<file path="src/rtl/evklid_pkg.sv">
// -----------------------------------------------------------------------------
// evklid_pkg
//   Shared types and helpers for the extended-Euclid inverse engine and future
//   inverse/division blocks built on the same sequencer.
//   - state_t    : sequencer states IDLE, CHECK, DIV, UPD, FIX
//   - fn_mod_fix : maps a signed Bezout coefficient t (|t| <= m) onto the
//                  residue range [0, m-1] by adding m once when t is negative.
//                  Operates on 32-bit carriers so it has no width parameters;
//                  callers sign-extend into it and size-cast the result back.
// -----------------------------------------------------------------------------
package evklid_pkg;

  typedef enum logic [2:0] {
    IDLE  = 3'd0,
    CHECK = 3'd1,
    DIV   = 3'd2,
    UPD   = 3'd3,
    FIX   = 3'd4
  } state_t;

  function automatic logic [31:0] fn_mod_fix(input logic signed [31:0] t,
                                             input logic        [31:0] m);
    logic [31:0] res;
    if (t < 32'sd0) begin
      res = $unsigned(t) + m;
    end else begin
      res = $unsigned(t);
    end
    return res;
  endfunction

endpackage

</file>
<file path="src/rtl/evklid_mod_inv_div.sv">
// -----------------------------------------------------------------------------
// evklid_div
//   Restoring shift-subtract divider, one quotient bit per clock.
//   The first bit is produced on the start edge itself, so done pulses exactly
//   DATA_WIDTH cycles after the cycle in which start is high. quo/rem hold
//   their values until the next start. den is never zero (guaranteed by the
//   caller). DATA_WIDTH must be at least 2.
// Ports
//   clk    in   1           clock, rising edge
//   rst_n  in   1           async active-low reset (aborts a division)
//   start  in   1           load num/den and begin
//   num    in   DATA_WIDTH  dividend
//   den    in   DATA_WIDTH  divisor (non-zero)
//   done   out  1           one-cycle pulse, quo/rem valid from this cycle
//   quo    out  DATA_WIDTH  quotient
//   rem    out  DATA_WIDTH  remainder
// -----------------------------------------------------------------------------
module evklid_div #(
  parameter int DATA_WIDTH = 6
) (
  input  logic                  clk,
  input  logic                  rst_n,
  input  logic                  start,
  input  logic [DATA_WIDTH-1:0] num,
  input  logic [DATA_WIDTH-1:0] den,
  output logic                  done,
  output logic [DATA_WIDTH-1:0] quo,
  output logic [DATA_WIDTH-1:0] rem
);

  localparam int CW = $clog2(DATA_WIDTH + 1);

  logic [CW-1:0]         cnt_r;
  logic [DATA_WIDTH-1:0] rem_r;
  logic [DATA_WIDTH-1:0] quo_r;
  logic [DATA_WIDTH-1:0] den_r;
  logic                  done_r;

  logic [DATA_WIDTH-1:0] step_rem_in_s;
  logic [DATA_WIDTH-1:0] step_quo_in_s;
  logic [DATA_WIDTH-1:0] step_den_s;
  logic [DATA_WIDTH:0]   shifted_s;
  logic                  fits_s;
  logic [DATA_WIDTH-1:0] step_rem_s;
  logic [DATA_WIDTH-1:0] step_quo_s;

  // One restoring step; on start it works straight from the fresh operands.
  always_comb begin
    if (start) begin
      step_rem_in_s = {DATA_WIDTH{1'b0}};
      step_quo_in_s = num;
      step_den_s    = den;
    end else begin
      step_rem_in_s = rem_r;
      step_quo_in_s = quo_r;
      step_den_s    = den_r;
    end
    shifted_s = {step_rem_in_s, step_quo_in_s[DATA_WIDTH-1]};
    fits_s    = (shifted_s >= {1'b0, step_den_s});
    if (fits_s) begin
      step_rem_s = DATA_WIDTH'(shifted_s - {1'b0, step_den_s});
    end else begin
      step_rem_s = shifted_s[DATA_WIDTH-1:0];
    end
    // The dividend shifts out of quo while quotient bits shift in.
    step_quo_s = {step_quo_in_s[DATA_WIDTH-2:0], fits_s};
  end

  // Divider state: load on start, then DATA_WIDTH-1 further steps.
  always_ff @(posedge clk or negedge rst_n) begin
    if (!rst_n) begin
      cnt_r  <= {CW{1'b0}};
      rem_r  <= {DATA_WIDTH{1'b0}};
      quo_r  <= {DATA_WIDTH{1'b0}};
      den_r  <= {DATA_WIDTH{1'b0}};
      done_r <= 1'b0;
    end else if (start) begin
      rem_r  <= step_rem_s;
      quo_r  <= step_quo_s;
      den_r  <= den;
      cnt_r  <= CW'(DATA_WIDTH - 1);
      done_r <= 1'b0;
    end else if (cnt_r != {CW{1'b0}}) begin
      rem_r  <= step_rem_s;
      quo_r  <= step_quo_s;
      cnt_r  <= cnt_r - CW'(1);
      done_r <= (cnt_r == CW'(1));
    end else begin
      done_r <= 1'b0;
    end
  end

  assign done = done_r;
  assign quo  = quo_r;
  assign rem  = rem_r;

endmodule

</file>
<file path="src/rtl/evklid_mod_inv.sv">
// -----------------------------------------------------------------------------
// evklid_mod_inv
//   Sequential modular inverse: data_o = data_i^-1 mod gf by iterative extended
//   Euclid. Only the forward Bezout coefficient is tracked, so no quotient
//   stack is needed. Quotients come from the shared multi-cycle divider.
//   Each quotient step costs DATA_WIDTH+2 cycles (CHECK, DIV, UPD).
// Ports
//   clk     in   1           clock, rising edge
//   rst_n   in   1           async active-low reset
//   en      in   1           start request, accepted while busy=0
//   data_i  in   DATA_WIDTH  operand a, sampled with en
//   gf      in   DATA_WIDTH  modulus m, sampled with en
//   busy    out  1           high from accept edge until the rdy pulse
//   rdy     out  1           one-cycle done pulse
//   data_o  out  DATA_WIDTH  inverse in [1,m-1], 0 if not invertible; held
//   gcd_o   out  DATA_WIDTH  final r0 (only with EVKLID_GCD_OUT_EN)
//   err_o   out  1           gcd!=1 or gf<2 (only with EVKLID_GCD_OUT_EN)
// Configuration
//   EVKLID_GCD_OUT_EN : adds gcd_o/err_o, updated together with rdy.
// -----------------------------------------------------------------------------
module evklid_mod_inv
  import evklid_pkg::*;
#(
  parameter int DATA_WIDTH = 6
) (
  input  logic                  clk,
  input  logic                  rst_n,
  input  logic                  en,
  input  logic [DATA_WIDTH-1:0] data_i,
  input  logic [DATA_WIDTH-1:0] gf,
  output logic                  busy,
  output logic                  rdy,
  output logic [DATA_WIDTH-1:0] data_o
`ifdef EVKLID_GCD_OUT_EN
  ,
  output logic [DATA_WIDTH-1:0] gcd_o,
  output logic                  err_o
`endif
);

  localparam int TW = DATA_WIDTH + 1;

  state_t                state_r, state_nxt;
  logic [DATA_WIDTH-1:0] r0_r, r0_nxt;
  logic [DATA_WIDTH-1:0] r1_r, r1_nxt;
  logic [DATA_WIDTH-1:0] gf_r, gf_nxt;
  logic signed [TW-1:0]  t0_r, t0_nxt;
  logic signed [TW-1:0]  t1_r, t1_nxt;
  logic [DATA_WIDTH-1:0] data_nxt;
  logic                  rdy_nxt;
  logic                  busy_nxt;
`ifdef EVKLID_GCD_OUT_EN
  logic [DATA_WIDTH-1:0] gcd_nxt;
  logic                  err_nxt;
`endif

  logic                  div_start_s;
  logic                  div_done_s;
  logic [DATA_WIDTH-1:0] div_quo_s;
  logic [DATA_WIDTH-1:0] div_rem_s;
  logic signed [TW-1:0]  q_ext_s;
  logic signed [TW-1:0]  qt_s;
  logic [DATA_WIDTH-1:0] fix_s;

  evklid_div #(
    .DATA_WIDTH(DATA_WIDTH)
  ) u_div (
    .clk   (clk),
    .rst_n (rst_n),
    .start (div_start_s),
    .num   (r0_r),
    .den   (r1_r),
    .done  (div_done_s),
    .quo   (div_quo_s),
    .rem   (div_rem_s)
  );

  // Next-state and next-output logic of the Euclid sequencer.
  always_comb begin
    state_nxt   = state_r;
    r0_nxt      = r0_r;
    r1_nxt      = r1_r;
    gf_nxt      = gf_r;
    t0_nxt      = t0_r;
    t1_nxt      = t1_r;
    data_nxt    = data_o;
    rdy_nxt     = 1'b0;
    busy_nxt    = busy;
    div_start_s = 1'b0;
`ifdef EVKLID_GCD_OUT_EN
    gcd_nxt     = gcd_o;
    err_nxt     = err_o;
`endif
    // |t| <= m keeps the product exact modulo 2^TW, so truncation is safe.
    q_ext_s = $signed({1'b0, div_quo_s});
    qt_s    = q_ext_s * t1_r;
    fix_s   = DATA_WIDTH'(fn_mod_fix(32'(t0_r), 32'(gf_r)));

    case (state_r)
      IDLE: begin
        if (en) begin
          r0_nxt   = gf;
          r1_nxt   = data_i;
          gf_nxt   = gf;
          t0_nxt   = {TW{1'b0}};
          t1_nxt   = TW'(1);
          busy_nxt = 1'b1;
          if ((gf < DATA_WIDTH'(2)) || (data_i == {DATA_WIDTH{1'b0}})) begin
            state_nxt = FIX;
          end else begin
            state_nxt = CHECK;
          end
        end else begin
          state_nxt = IDLE;
        end
      end
      CHECK: begin
        if (r1_r == {DATA_WIDTH{1'b0}}) begin
          state_nxt = FIX;
        end else begin
          div_start_s = 1'b1;
          state_nxt   = DIV;
        end
      end
      DIV: begin
        if (div_done_s) begin
          state_nxt = UPD;
        end else begin
          state_nxt = DIV;
        end
      end
      UPD: begin
        r0_nxt    = r1_r;
        r1_nxt    = div_rem_s;
        t0_nxt    = t1_r;
        t1_nxt    = t0_r - qt_s;
        state_nxt = CHECK;
      end
      FIX: begin
        // r0 is the gcd; anything other than 1 means no inverse exists.
        if (r0_r == DATA_WIDTH'(1)) begin
          data_nxt = fix_s;
        end else begin
          data_nxt = {DATA_WIDTH{1'b0}};
        end
`ifdef EVKLID_GCD_OUT_EN
        gcd_nxt   = r0_r;
        err_nxt   = (r0_r != DATA_WIDTH'(1)) || (gf_r < DATA_WIDTH'(2));
`endif
        rdy_nxt   = 1'b1;
        busy_nxt  = 1'b0;
        state_nxt = IDLE;
      end
      default: begin
        state_nxt = IDLE;
        busy_nxt  = 1'b0;
      end
    endcase
  end

  // State, working registers and registered outputs.
  always_ff @(posedge clk or negedge rst_n) begin
    if (!rst_n) begin
      state_r <= IDLE;
      r0_r    <= {DATA_WIDTH{1'b0}};
      r1_r    <= {DATA_WIDTH{1'b0}};
      gf_r    <= {DATA_WIDTH{1'b0}};
      t0_r    <= {TW{1'b0}};
      t1_r    <= {TW{1'b0}};
      data_o  <= {DATA_WIDTH{1'b0}};
      rdy     <= 1'b0;
      busy    <= 1'b0;
`ifdef EVKLID_GCD_OUT_EN
      gcd_o   <= {DATA_WIDTH{1'b0}};
      err_o   <= 1'b0;
`endif
    end else begin
      state_r <= state_nxt;
      r0_r    <= r0_nxt;
      r1_r    <= r1_nxt;
      gf_r    <= gf_nxt;
      t0_r    <= t0_nxt;
      t1_r    <= t1_nxt;
      data_o  <= data_nxt;
      rdy     <= rdy_nxt;
      busy    <= busy_nxt;
`ifdef EVKLID_GCD_OUT_EN
      gcd_o   <= gcd_nxt;
      err_o   <= err_nxt;
`endif
    end
  end

endmodule

</file>
<file path="config.mk">
export PLATFORM = sky130hd
export DESIGN_NAME = evklid_mod_inv
export DESIGN_NICKNAME = d
export VERILOG_FILES = /design/src/rtl/evklid_pkg.sv /design/src/rtl/evklid_mod_inv_div.sv /design/src/rtl/evklid_mod_inv.sv
export SDC_FILE = /design/constraint.sdc
export NUM_CORES = 1
export LEC_CHECK = 0
export CORE_AREA = 2 2 67 117
export CTS_BUF_LIST = sky130_fd_sc_hd__clkbuf_2 sky130_fd_sc_hd__clkbuf_4 sky130_fd_sc_hd__clkbuf_8
export DETAILED_ROUTE_END_ITERATION = 16
export DIE_AREA = 0 0 69 119
export GPL_ROUTABILITY_DRIVEN = 0
export PLACE_DENSITY = 0.88
export SYNTH_ARGS = -nofsm -noshare
export SYNTH_HDL_FRONTEND = slang
export SYNTH_HIERARCHICAL = 1
export SYNTH_SLANG_ARGS = --single-unit
</file>
<file path="constraint.sdc">
create_clock -name clk -period 3.8 [get_ports clk]
set_input_delay 0.57 -clock clk [delete_from_list [all_inputs] [get_ports clk]]
set_output_delay 0.57 -clock clk [all_outputs]
set_load 0.005 [all_outputs]
</file>
==> run_results.csv <==
group,metric,value,unit
die,rows,42,
grt,track_usage,0.267,
sta,slew_violations,0,
drt,drc,0,
finish,drive_gt1_frac,0.110,
synth,synth_nets,501,
die,core_area,7360,sq um
drt,wl_per_cell,18.1,um
synth,ys_types,62,
die,fp.dieArea,8210,sq um
finish,area_growth,12.6,%
synth,async_flop_share,1.00,
grt,grt_pass1_vias,3498,
clock_tree,numCtsBuffers,9,
critical_path,crit_path_end_kind,"flip-flop",
finish,final_cell_mix,"nand2_1, dfrtp_1, inv_1",
sta,finalCritPeriodShare,0.945,
sta,timing.final.crit_period,3.59,ns
grt,grt_max_degree,36,
finish,fillers,588,
finish,n_antenna_cell,0,
critical_path,crit_start,"t1_r[2]",
sta,setup_ws,0.210,ns
synth,yosys_most_used_dff,"dfrtp_1",
drt,first_pass_iters,7,
die,pin_count,23,
grt,grt_pass1_wl,17000,um
drt,vias,3304,
synth,ys_seq_elements,65,
synth,synth-edff-count,0,
clock_tree,clk_latency,0.34,ns
clock_tree,cts_root_buf,"clkbuf_8",
clock_tree,h-tree-depth,3,
finish,fin_area,4800,sq um
die,initial_core_util,0.580,
finish,final_common_cell,"nand2_1",
clock_tree,path_clk_slew,0.08,ns
worst_hold_path,worstHoldPathType,"input port to async pin",
finish,nets,528,
critical_path,crit_arrival,3.81,ns
sta,fin_skew,0.00822,ns
critical_path,path_max_fanout,7,
drt,via_per_inst,5.88,
sta,rsz0062_at_grt,"false",
synth,synth_warnings,6,
sta,setup_tns,0,ns
critical_path,timing.rr.start,"t1_r[2]",
drt,first_iter_violations,127,
placement,dpl.hpwl,7750,um
synth,syn_area_per_cell,9.65,sq um
die,die_y,119,um
synth,seq_area_frac_synth,0.381,
clock_tree,clk_path_buf_depth,2,
synth,netlist_instances,442,
drt,drt-total-wl,10100,um
sta,slew_headroom,0.434,
placement,placed_area,4590,sq um
synth,syn_area,4260,sq um
clock_tree,cts_tree,"built",
die,die_w,69,um
sta,setup_viol,0,
sta,tightest_slew,0.848,ns
sta,finalHoldViolCount,0,
grt,overflow,0,
sta,max_freq,279,MHz
clock_tree,post_cts_buffers,0,
critical_path,crit_path_start_kind,"flip-flop",
placement,io_buffers,22,
placement,dp_worst_setup_slack,0.111,ns
status,status,"completed",
drt,final_antenna_net_count,0,
critical_path,required,4.02,ns
finish,post-route-util,0.653,
grt,antenna_found_initial,0,
clock_tree,cts.sinks,65,
critical_path,crit_type,"flip-flop to flip-flop",
run,cap_violations,0,
-- synthesized netlist by cell type (2+ instances only) --
| library cell | instances | area, sq um |
|---|---|---|
| a211oi_1 | 2 | 15.0 |
| a21o_1 | 8 | 60.1 |
| a21oi_1 | 12 | 60.1 |
| a22o_1 | 6 | 52.6 |
| a31oi_1 | 7 | 43.8 |
| and2_1 | 13 | 81.3 |
| and2_2 | 2 | 15.0 |
| buf_2 | 4 | 20.0 |
| clkbuf_1 | 7 | 26.3 |
| dfrtp_1 | 65 | 1630 |
| fa_1 | 12 | 240 |
| ha_1 | 32 | 400 |
| inv_1 | 34 | 128 |
| mux2i_1 | 18 | 180 |
| nand2_1 | 81 | 304 |
| nand2b_1 | 2 | 12.5 |
| nand3_1 | 7 | 35.0 |
| nand3b_1 | 4 | 30.0 |
| nor2_1 | 25 | 93.8 |
| nor2b_1 | 8 | 50.1 |
| nor3_1 | 2 | 10.0 |
| nor4_1 | 3 | 18.8 |
| nor4bb_1 | 2 | 20.0 |
| o21ai_0 | 15 | 75.1 |
| o21ai_1 | 9 | 45.0 |
| o22ai_1 | 2 | 12.5 |
| o2bb2a_2 | 2 | 22.5 |
| o31ai_1 | 2 | 15.0 |
| xnor2_1 | 19 | 166 |
| xnor2_2 | 2 | 32.5 |
| xor2_1 | 4 | 35.0 |
-- path summary, 6_finish.rpt --
kind | to | slack [ns] | depth (start not counted)
min in group clk | data_o[1] | 0.48 | 2
setup / recovery | t1_r[6] | 0.21 | 14
hold reg to reg | data_o[1] | 0.48 | 2
setup reg to reg | t1_r[6] | 0.21 | 14
hold / removal | u_div/rem[3] | 0.27 | 1
max in group asynchronous | t1_r[2] | 2.59 | 2
-- worst max-delay path, cell delays in order (launching register included) --
cell,delay (ns)
dfrtp_2,0.43
nand2_1,0.09
fa_1,0.53
inv_1,0.04
ha_1,0.28
ha_1,0.30
fa_1,0.53
inv_1,0.04
ha_1,0.34
a21oi_1,0.13
o21ai_1,0.12
a21o_1,0.19
a21oi_1,0.20
xnor2_1,0.17
o21ai_2,0.06
-- final cells by class --
type	instances	area [sq um]	share of cell area
multi-input combinational	330	2450	0.510
sequential	65	1630	0.340
timing repair buffer	28	273	0.0568
clock buffer	10	138	0.0287
inverter	35	134	0.0279
tap	88	110	0.0229
clock inverter	6	65.1	0.0135
-- logic make-up after synthesis --
group,share of synthesized area
AND/OR/NAND/NOR,0.179
flip-flops,0.381
AO/OA/AOI/OAI,0.133
buffers and inverters,0.0449
XOR/XNOR,0.0602
multiplexers,0.0511
adder cells (fa/ha/maj),0.150
-- metrics by stage --
stage	hold slack [ns]	std cells
final	0.267	562
after global routing	0.327	562
after CTS	0.270	562
after detailed placement	0.472	546
after global placement	0.464	546
after floorplan	0.274	442
-- sequential cells by signal (all words and copies together), names as in the netlist, 6 cells and up --
name         flops
t0_r             7
t1_r             7
data_o           6
gf_r             6
r0_r             6
r1_r             6
u_div/den_r      6
u_div/quo        6
u_div/rem        6
-- routing by layer --
metal	vias to the layer above	global-route usage	share of wire
li1	1554	-	-
met1	1617	0.284	0.34
met2	100	0.483	0.58
met3	33	0.0364	0.029
met4	0	0.172	0.053
met5	-	0	0
-- timing repair --
action | CTS | global route
setup endpoints to repair | 0 | 1
gates resized for setup | 0 | 6
hold buffers | 0 | 0
Power is left out: the tool's default activity adds up to more than one toggle a clock period on the data nets, which glitch-free logic cannot reach.
